`src/rtl/trigger_pkg.sv`:
```
// Shared types for the trigger configuration bus: the write-beat payload and the
// arbiter FSM states.
package trigger_pkg;

  localparam int TRG_BAW = 8;
  localparam int TRG_BDW = 32;
  localparam int TRG_BSW = 4;

  typedef struct packed {
    logic [TRG_BAW-1:0] addr;
    logic [TRG_BDW-1:0] data;
    logic [TRG_BSW-1:0] selct;
  } t_bus_beat;

  typedef enum logic [0:0] {
    IDLE = 1'b0,
    OWN  = 1'b1
  } t_arb_state;

endpackage

```
`src/rtl/arb_rr_pick.sv`:
```
// Combinational round-robin picker: returns the first set request scanning
// ptr, ptr+1, ... modulo RN.
module arb_rr_pick #(
  parameter int  RN  = 4,
  localparam int RIW = $clog2(RN)
) (
  input  logic [RN-1:0]  req_i,
  input  logic [RIW-1:0] ptr_i,
  output logic           any_o,
  output logic [RIW-1:0] idx_o
);

  // Scan from the far end back toward ptr so the last hit is the nearest one.
  always_comb begin
    any_o = 1'b0;
    idx_o = '0;
    for (int k = RN - 1; k >= 0; k--) begin
      if (req_i[(int'(ptr_i) + k) % RN]) begin
        any_o = 1'b1;
        idx_o = RIW'((int'(ptr_i) + k) % RN);
      end else begin
        any_o = any_o;
        idx_o = idx_o;
      end
    end
  end

endmodule

```
`src/rtl/trigger_bus_arbiter.sv`:
```
// Round-robin arbiter sharing the trigger configuration write bus between RN
// requesters, with an owner lock for multi-beat sequences and a registered output.
module trigger_bus_arbiter
  import trigger_pkg::*;
#(
  parameter int  BAW = TRG_BAW,
  parameter int  BDW = TRG_BDW,
  parameter int  BSW = TRG_BSW,
  parameter int  RN  = 4,
  localparam int RIW = $clog2(RN)
) (
  input  logic              clk,
  input  logic              rst,
  input  logic [RN-1:0]     req_wvalid,
  output logic [RN-1:0]     req_wready,
  input  logic [RN*BAW-1:0] req_waddr,
  input  logic [RN*BDW-1:0] req_wdata,
  input  logic [RN*BSW-1:0] req_wselct,
  input  logic [RN-1:0]     req_wlock,
  output logic              bus_wvalid,
  input  logic              bus_wready,
  output logic [BAW-1:0]    bus_waddr,
  output logic [BDW-1:0]    bus_wdata,
  output logic [BSW-1:0]    bus_wselct,
  output logic              gnt_vld,
  output logic [RIW-1:0]    gnt_id
);

  t_arb_state     state_q, state_d;
  logic [RIW-1:0] ptr_q, ptr_d;
  logic [RIW-1:0] own_q, own_d;
  t_bus_beat      beat_q, beat_d;
  logic           bvalid_q, bvalid_d;
  logic [RN-1:0]  pick_req_s;
  logic           pick_any_s;
  logic [RIW-1:0] pick_idx_s;
  logic           owning_s, own_rdy_s, xfer_s, release_s;

  assign pick_req_s = req_wvalid | req_wlock;

  arb_rr_pick #(.RN(RN)) u_pick (
    .req_i (pick_req_s),
    .ptr_i (ptr_q),
    .any_o (pick_any_s),
    .idx_o (pick_idx_s)
  );

  assign owning_s  = (state_q == OWN);
  assign own_rdy_s = owning_s & (~bvalid_q | bus_wready);
  assign xfer_s    = own_rdy_s & req_wvalid[own_q];
  // A locked owner keeps the bus even through gaps; otherwise it lets go after a beat or when quiet.
  assign release_s = owning_s & ~req_wlock[own_q] & (xfer_s | ~req_wvalid[own_q]);

  // Only the current owner ever sees ready.
  always_comb begin
    req_wready = '0;
    if (owning_s) begin
      req_wready[own_q] = ~bvalid_q | bus_wready;
    end else begin
      req_wready = '0;
    end
  end

  // Ownership FSM and round-robin pointer advance.
  always_comb begin
    state_d = state_q;
    ptr_d   = ptr_q;
    own_d   = own_q;
    case (state_q)
      IDLE: begin
        if (pick_any_s) begin
          state_d = OWN;
          own_d   = pick_idx_s;
        end else begin
          state_d = IDLE;
        end
      end
      OWN: begin
        if (release_s) begin
          state_d = IDLE;
          ptr_d   = (own_q == RIW'(RN - 1)) ? '0 : own_q + RIW'(1);
        end else begin
          state_d = OWN;
        end
      end
      default: begin
        state_d = IDLE;
      end
    endcase
  end

  // Output register: load on a transfer, drain when the bus accepts, hold while stalled.
  always_comb begin
    beat_d   = beat_q;
    bvalid_d = bvalid_q;
    if (xfer_s) begin
      beat_d.addr  = req_waddr[int'(own_q) * BAW +: BAW];
      beat_d.data  = req_wdata[int'(own_q) * BDW +: BDW];
      beat_d.selct = req_wselct[int'(own_q) * BSW +: BSW];
      bvalid_d     = 1'b1;
    end else if (bus_wready) begin
      bvalid_d = 1'b0;
    end else begin
      bvalid_d = bvalid_q;
    end
  end

  // State registers; reset discards any buffered beat.
  always_ff @(posedge clk or negedge rst) begin
    if (!rst) begin
      state_q  <= IDLE;
      ptr_q    <= '0;
      own_q    <= '0;
      beat_q   <= '0;
      bvalid_q <= 1'b0;
    end else begin
      state_q  <= state_d;
      ptr_q    <= ptr_d;
      own_q    <= own_d;
      beat_q   <= beat_d;
      bvalid_q <= bvalid_d;
    end
  end

  assign bus_wvalid = bvalid_q;
  assign bus_waddr  = beat_q.addr;
  assign bus_wdata  = beat_q.data;
  assign bus_wselct = beat_q.selct;
  assign gnt_vld    = owning_s;
  assign gnt_id     = own_q;

endmodule

```
`config.mk`:
```
export PLATFORM = sky130hd
export DESIGN_NAME = trigger_bus_arbiter
export DESIGN_NICKNAME = d
export VERILOG_FILES = /design/src/rtl/trigger_pkg.sv /design/src/rtl/arb_rr_pick.sv /design/src/rtl/trigger_bus_arbiter.sv
export SDC_FILE = /design/constraint.sdc
export NUM_CORES = 1
export LEC_CHECK = 0
export ABC_AREA = 1
export BUFFER_PORTS_ARGS = -buffer_cell sky130_fd_sc_hd__buf_2
export CAP_MARGIN = 20
export CORE_MARGIN = 5
export CORE_UTILIZATION = 47
export CTS_CLUSTER_SIZE = 16
export DETAILED_ROUTE_END_ITERATION = 8
export GPL_TIMING_DRIVEN = 0
export PLACE_DENSITY = 0.88
export SYNTH_ARGS = -nofsm -noshare
export SYNTH_HDL_FRONTEND = slang
export SYNTH_HIERARCHICAL = 1
export SYNTH_SLANG_ARGS = --single-unit
export TNS_END_PERCENT = 10
```
`constraint.sdc`:
```
create_clock -name clk -period 4.92 [get_ports clk]
set_input_delay 1.23 -clock clk [delete_from_list [all_inputs] [get_ports clk]]
set_output_delay 1.23 -clock clk [all_outputs]
set_load 0.02 [all_outputs]
```
Word level (Yosys, flattened, before mapping)
Index checks and enable logic that the tools add are counted.

word-level totals
  register bits after elaboration = 50
  input port bits = 187
  output and inout bits = 52

operators by class
  $add $sub $neg = 4
  magnitude comparators = 6
  eq/ne operators = 1
  shift-type cells = 3
  muxes and demuxes = 32
  bitwise operators = 15
  reductions and logical operators = 7

operators by type and width
  kind                   count
  $shiftx A128 B8 Y32    1
  $shiftx A32 B6 Y8      1
  $mux W1                18
  $shiftx A16 B5 Y4      1
  $bmux W1 S2            6
  $lt A3 B4 Y1 const B   3
  $mux W2                5
  $lt A2 B3 Y1 const B   2
  $reduce_or A2 Y1       3
  $add A2 B1 Y2 const B  2
  $add A2 B2 Y2 const B  2
  $and A1 B1 Y1          4
  $and A4 B4 Y4          1
  $mux W4                1
  $not A1 Y1             4
  $or A4 B4 Y4           1
  $reduce_and A2 Y1      2
  $and A1 B1 Y1 const A  3
  $demux W1 S2           1
  $eq A2 B2 Y1 const B   1
  $ge A2 B1 Y1 const B   1
  $or A1 B1 Y1           2
  $pmux W1 S2            1
  $reduce_bool A2 Y1     1
  $logic_and A1 B1 Y1    1

Depth between registers and ports, before layout
Gate-level depths: netlist of the first run.

  depth in word-level cells = 12
  gate-level depth with buffers = 12
  depth with buffers taken out = 12

Modules after synthesis
The synthesis of the first run kept the hierarchy.

by module, submodules not included
  module               times used  cells an instance  area each (um2)
  trigger_bus_arbiter  1           547                3,472.1
  arb_rr_pick          1           46                 212.7

Least setup slack after synthesis of the first run
Ideal clock, no wire load.

  path type = input -> output
  start point = input bus_wready
  end point = output req_wready[0]
  data arrival time = 1,721 ps
  data required time = 3,690 ps
  setup slack = 1,969 ps
  cell stages on the path = 4
  buffers on the path = 0
  cell sequence = nor2_1 > inv_1 > nand2_1 > nor2_1

between the ends
  cells in the longest elaborated chain, start to end = 3

RTL lines
  what                     RTL line                   text
  start: declaration       trigger_bus_arbiter.sv:21  input logic bus_wready,
  $or A1 B1 Y1             trigger_bus_arbiter.sv:58  req_wready[own_q] = ~bvalid_q | bus_wready;
  $and A4 B4 Y4 (no line)  n/a
  $mux W4                  trigger_bus_arbiter.sv:57  if (owning_s) begin
  end: declaration         trigger_bus_arbiter.sv:15  output logic [RN-1:0] req_wready,

Every way passes these cells.

Final worst setup path of the first run
  start point = register own_q[0] (netlist: gnt_id[0])
  end point = output req_wready[0]

between the ends
  cells in the longest elaborated chain, start to end = 6
  elaborated cells on any way between the ends = 7
  those cells by class = order compare: 2; mux: 3; bitwise: 1; reduce/logical: 1

RTL lines
  what                                                                RTL line                    text
  start: declaration                                                  trigger_bus_arbiter.sv:31   logic [RIW-1:0] own_q, own_d;
  start signal: assignment                                            trigger_bus_arbiter.sv:119  own_q <= own_d;
  $lt A2 B3 Y1 (implied by the code) or $ge A2 B1 Y1 (tied branches)  trigger_bus_arbiter.sv:58
  $logic_and A1 B1 Y1 (implied by the code)                           trigger_bus_arbiter.sv:58
  $mux W1 (implied by the code)                                       trigger_bus_arbiter.sv:58
  $demux W1 S2 *                                                      trigger_bus_arbiter.sv:58
  $and A4 B4 Y4 (no line) *                                           n/a
  $mux W4 *                                                           trigger_bus_arbiter.sv:57

Mark *: on every way between the ends. The rest lies on a longest branch, timed or not.

==> summary.txt, run 1 <==
Outcome
  • Status: finished, final reports clean

Layout
  • Layout Utilization: 66.5%
  • Fin cells: 942
  • Area grow syn2layout: 38.8%
  • Antenna cells: 0
  • Share of layout cells above drive strength 1: 33.1%
  • Fillers: 756
  • Layout Nets: 1030

Clocking
  • Post-CTS Repair Setup Buffers: 0
  • Hold buffer count at CTS: 0
  • Htree depth: 2
  • Clock Sinks: 50
  • CTS tree: done
  • Root buf cell: clkbuf_8
  • Clock Latency Late Sink: 290 ps
  • CTS clk-pin slew, worst paths: 90 ps
  • Post-CTS Resized: 0
  • TritonCTS Buffers: 5
  • Max Buffers Root-to-Sink: 2

Setup path
  • CP max stage delay: 500 ps
  • FF-to-FF Start: gnt_id[0]
  • Crit. Startpoint: gnt_id[0]
  • Crit path launch type: flip-flop
  • Crit end category: output pin
  • Slowest CP cell: dfrtp_1
  • WP data required: 3690 ps
  • Critical path arrival: 2100 ps
  • Critical path cell sequence: inv_2 > buf_6 > clkbuf_1 > ha_1 > nand2_1 > nor2_1 > buf_2
  • WS Path Type: flip-flop to output pin
  • CP max FO: 11
  • Cell family with most CP delay: buffers and inverters
  • CP Buf/Inv Count: 4

Routing
  • DRT Wirelength: 15100 um
  • Number of detailed-route iterations in the first pass: 6
  • Routed len/inst: 16.1 um
  • DRT iter0 DRCs: 229
  • Post-route ant nets: 0
  • Drt via density: 5.39
  • Drt drc: 0
  • Via count: 5081

Logic synthesis
  • Most common cell in the netlist: nor2_1
  • Mapped cell area: 3680 um2
  • Synth Flop Type: dfrtp_1
  • Cell count after synthesis: 593
  • Synthesis Warnings: 6
  • Top post-synthesis cells by area: dfrtp_1, o21ai_0, nor2_1
  • Top-area cell type share of the netlist area: 34.0%
  • Post-synthesis sequential area ratio: 34.0%
  • EDFF count, synth: 0
  • #FFs+latches synth: 50
  • Commonest cells in the netlist: nor2_1, nand2_1, o21ai_0, nand3_1, dfrtp_1
  • Post-synthesis cell type count: 24
  • Ys async rst share: 100%
  • Area leader, netlist: dfrtp_1
  • Mapped Avg Cell Area: 6.21 um2
  • Synth Net Count: 784

Timing
  • Final worst-path cycle share: 67.7%
  • Setup TNS: 0 ps
  • Relative slew slack: 56.7%
  • FMAX: 300 MHz
  • RSZ-0062 raised after global routing: false
  • Layout Skew: 4.64 ps
  • Final setup viols: 0
  • Final Hold Vio Count: 0
  • Tmin final: 3330 ps
  • Slew Limit Fails: 0
  • Worst-Margin Slew: 649 ps
  • Final hold slack: 481 ps

Floorplan
  • DIE WIDTH: 98.5 um
  • Initial core utilization: 47.9%
  • Core ar.: 7690 um2
  • Die area: 9710 um2
  • Ports: 239
  • Die Ht: 98.5 um
  • Row cnt: 32

GRT
  • First-pass GRT wire length: 23100 um
  • Pin count of the biggest net entering global routing: 51
  • GRT overflow: 0
  • Initial antenna violation count: 0
  • Number of global-route vias before repair: 4958
  • Total GRT Usage: 29.1%

Run
  • Max_cap viols: 0

Power and ir drop
  • Leakage: 2.84 nW
  • Peak VDD IR: 356 uV
  • Cell Pwr Density: 679 nW/um2
  • Total power: 3.47 mW

Min path
  • Hold crit path type: flip-flop to flip-flop
  • Worst Hold Launch: bus_wdata[8]

Placement
  • Routability congestion estimate: 0.996
  • Port buffer count: 238
  • Cells after DPL: 933
  • DP HPWL: 12100 um
## metal layers
| metal | wire length [um] | up-vias | global-route usage [%] |
|---|---|---|---|
| met5 | 0 | - | 0 |
| met4 | 529 | 0 | 11.2 |
| met3 | 1380 | 51 | 6.72 |
| met2 | 7360 | 316 | 51.1 |
| met1 | 5850 | 2286 | 34.4 |
| li1 | - | 2428 | - |
## registers in the layout, indices dropped and copies added, names as in the netlist
register    count
bus_wdata      32
bus_waddr       8
bus_wselct      4
gnt_id          2
ptr_q           2
bus_wvalid      1
gnt_vld         1
## worst paths after layout
path	endpoint	slack (ps)	cells after the start
max in group asynchronous	bus_wselct[3]	3530	2
min in group asynchronous	bus_waddr[1]	870	1
hold / removal	bus_wdata[8]	480	2
setup reg to reg	bus_wdata[2]	2980	7
setup / recovery	req_wready[0]	1590	7
hold reg to reg	bus_wdata[8]	480	2
## kinds of logic (layout without fill, tap and decap cells)
family / Yosys count / after routing / synth area share [%]
adder cells (fa/ha/maj): 4 / 4 / 1.36
flip-flops: 50 / 50 / 34.0
AO/OA/AOI/OAI: 139 / 139 / 19.0
AND/OR/NAND/NOR: 341 / 341 / 37.8
buffers and inverters: 59 / 306 / 7.81
## placed cells by master, fill, tap and decap left out
cell type,synthesis,routed
inv_1,12,12
clkbuf_8,0,6
buf_2,10,248
nor2_2,1,1
dfrtp_1,50,50
clkinv_2,1,2
inv_2,2,2
or2_2,4,4
and2_1,1,1
a21oi_1,4,4
buf_1,5,5
o21ai_0,114,114
buf_4,2,2
nor2_1,143,143
nand2_8,1,1
ha_1,4,4
buf_12,0,1
nand2_2,3,3
nand3_1,56,56
buf_6,6,6
o21ai_2,1,1
nand2_1,131,131
o21ai_1,19,19
and2_4,1,1
clkbuf_1,21,22
a21boi_1,1,1
## worst reg2reg max path: stages (launching register included)
cell	delay (ps)
dfrtp_1	500
inv_2	130
buf_6	150
clkbuf_1	490
nor2_1	70
o21ai_0	340
nand3_1	130
nand2_1	80
## through the flow
| stage | setup WS, ps | area [um2] |
|---|---|---|
| floorplan | 1970 | 3680 |
| global placement | 1730 | 5000 |
| detailed placement | 1750 | 5000 |
| CTS | 1560 | 5090 |
| global route | 1390 | 5110 |
| finish | 1590 | 5110 |
## power by group
group	total, mW	switching (mW)	internal, mW
Sequential	0.749	0.128	0.621
Combinational	2.48	1.67	0.812
Clock	0.247	0.133	0.114
## area by class of cell
type	count	area (um2)	area share, %
plain buffers	44	230	4.50
clock buffers	7	86.3	1.69
clock inverters	1	5.00	0.0978
inverters	15	57.6	1.13
multi-input cells	484	2150	42.0
flip-flops and latches	50	1250	24.5
well taps	102	128	2.50
repair buffers	239	1210	23.7
(Power assumes the default switching activity.)
==> inputs of run 2 (changes only) <==
Settings changed: CORE_UTILIZATION 47 to 43, PLACE_DENSITY 0.88 to 0.81.
Clock period 4.92 ns to 3.4 ns, I/O delays scaled along.
==> run 2 against run 1 <==
  * Clock-buffer cell count shrank 1
  * Die area is 8.3% higher
  * Design area is 0.44% higher
  * Largest cell class unchanged
  * Clock power is 73% higher
  * Via count down 0.47%
  * Non-clock buffer count unchanged
==> summary.txt, run 2 (same netlist as run 1, synthesis figures left out) <==
Outcome
  • Status: finished, final reports clean

Timing
  • Layout Skew: 7.80 ps
  • Slew Limit Fails: 0
  • Final worst-path cycle share: 88.0%
  • RSZ-0062 raised after global routing: false
  • Setup TNS: 0 ps
  • Final setup viols: 0
  • Worst-Margin Slew: 684 ps
  • Final Hold Vio Count: 0
  • Tmin final: 2990 ps
  • Relative slew slack: 54.4%
  • FMAX: 334 MHz

Floorplan
  • Row cnt: 33
  • Initial core utilization: 44.4%
  • Die Ht: 103 um
  • DIE WIDTH: 103 um
  • Die area: 10500 um2
  • Ports: 239
  • Core ar.: 8300 um2

GRT
  • M1 GR Usage: 35.3%
  • First-pass GRT wire length: 24300 um
  • Met3 usage: 5.48%
  • Global routing usage on met2: 54.3%
  • Busiest layer in global routing: met2
  • Number of global-route vias before repair: 4962
  • GRT overflow: 0
  • Total GRT Usage: 29.3%
  • Initial antenna violation count: 0
  • Pin count of the biggest net entering global routing: 27

Setup path
  • Crit path launch type: flip-flop
  • Crit end category: output pin
  • CP max FO: 11
  • Critical path cell sequence: inv_2 > buf_6 > clkbuf_1 > ha_1 > nand2_1 > nor2_1 > buf_2
  • WS Path Type: flip-flop to output pin
  • WP data required: 2550 ps
  • Slowest CP cell: dfrtp_1
  • Register-to-Register Path Depth: 7
  • CP max stage delay: 500 ps
  • Critical path arrival: 2140 ps

Layout
  • Layout Nets: 1030
  • Area grow syn2layout: 39.4%
  • Fin cells: 945
  • Layout Utilization: 61.9%
  • Share of layout cells above drive strength 1: 33.1%
  • Area of the multi-input gates: 2150 um2
  • Antenna cells: 0
  • Fillers: 833
  • Commonest non-fill, non-tap cells in the layout: buf_2, nor2_1, nand2_1
  • Largest register FFs: 32
  • Most common cell after layout, fill and taps aside: buf_2
  • Reg area: 1250 um2

Placement
  • Cells after DPL: 937
  • Port buffer count: 238
  • DP HPWL: 12600 um
  • Routability congestion estimate: 0.942

Clocking
  • CTS tree: done
  • Hold buffer count at CTS: 0
  • Root buf cell: clkbuf_8
  • CTS clk-pin slew, worst paths: 90 ps
  • Clock Latency Late Sink: 310 ps
  • Post-CTS Repair Setup Buffers: 0
  • Htree depth: 2
  • Clock Sinks: 50
  • Max Buffers Root-to-Sink: 2
  • TritonCTS Buffers: 5
  • Post-CTS Resized: 0

Routing
  • DRT iter0 DRCs: 245
  • Drt drc: 0
  • Number of detailed-route iterations in the first pass: 5
  • DRT Wirelength: 15800 um
  • Via count: 5057
  • Post-route ant nets: 0
  • Routed len/inst: 16.7 um
  • Drt via density: 5.35

Run
  • Max_cap viols: 0

Power and ir drop
  • Cell Pwr Density: 1000 nW/um2
  • Peak VDD IR: 494 uV
  • Leakage: 2.84 nW

Min path
  • Hold Path Depth: 2
  • Hold crit path type: flip-flop to flip-flop
-- run 2: layout make-up --
class / count / share of cell area, %
repair buffers: 239 / 23.6
clock inverters: 2 / 0.731
inverters: 15 / 1.12
plain buffers: 44 / 4.48
multi-input cells: 484 / 41.8
well taps: 105 / 2.56
flip-flops and latches: 50 / 24.4
clock buffers: 6 / 1.41
-- run 2: routing by layer --
metal	up-vias	share of wire, %
met1	2342	37
li1	2414	-
met2	277	50
met3	24	11
met4	0	1.7
met5	-	0
-- run 2: worst paths after layout --
kind                               start       endpoint  slack, ps
min in group asynchronous            rst   bus_waddr[5]        560
setup / recovery               gnt_id[0]  req_wready[0]        410
setup reg to reg               gnt_id[1]       ptr_q[0]       1400
hold reg to reg            bus_wdata[21]  bus_wdata[21]        480
max in group asynchronous            rst  bus_wdata[26]       2260
hold / removal             bus_wdata[21]  bus_wdata[21]        480
-- run 2: per-stage QoR --
| stage | cell area [um2] | hold WS (ps) | worst slack [ps] | power [mW] |
|---|---|---|---|---|
| final | 5140 | 483 | 409 | 5.14 |
| after global routing | 5140 | 505 | 239 | 5.60 |
| after CTS | 5140 | 487 | 426 | 5.12 |
| after detailed placement | 5030 | 460 | 780 | 4.68 |
| after global placement | 5010 | 459 | 802 | 4.59 |
| after floorplan | 3680 | 485 | 1010 | 3.47 |
-- run 2: report_power, final --
part | internal (mW) | switching [mW] | total [mW]
logic | 1.18 | 2.44 | 3.62
clock network | 0.220 | 0.208 | 0.428
registers | 0.899 | 0.195 | 1.09
total | 2.29 | 2.85 | 5.14
-- run 2: critical path, delay by kind of cell, from the launching register on --
kind	cells	cell delay [ps]
buffers and inverters	4	940
flip-flops	1	500
adder cells (fa/ha/maj)	1	260
AND/OR/NAND/NOR	2	140
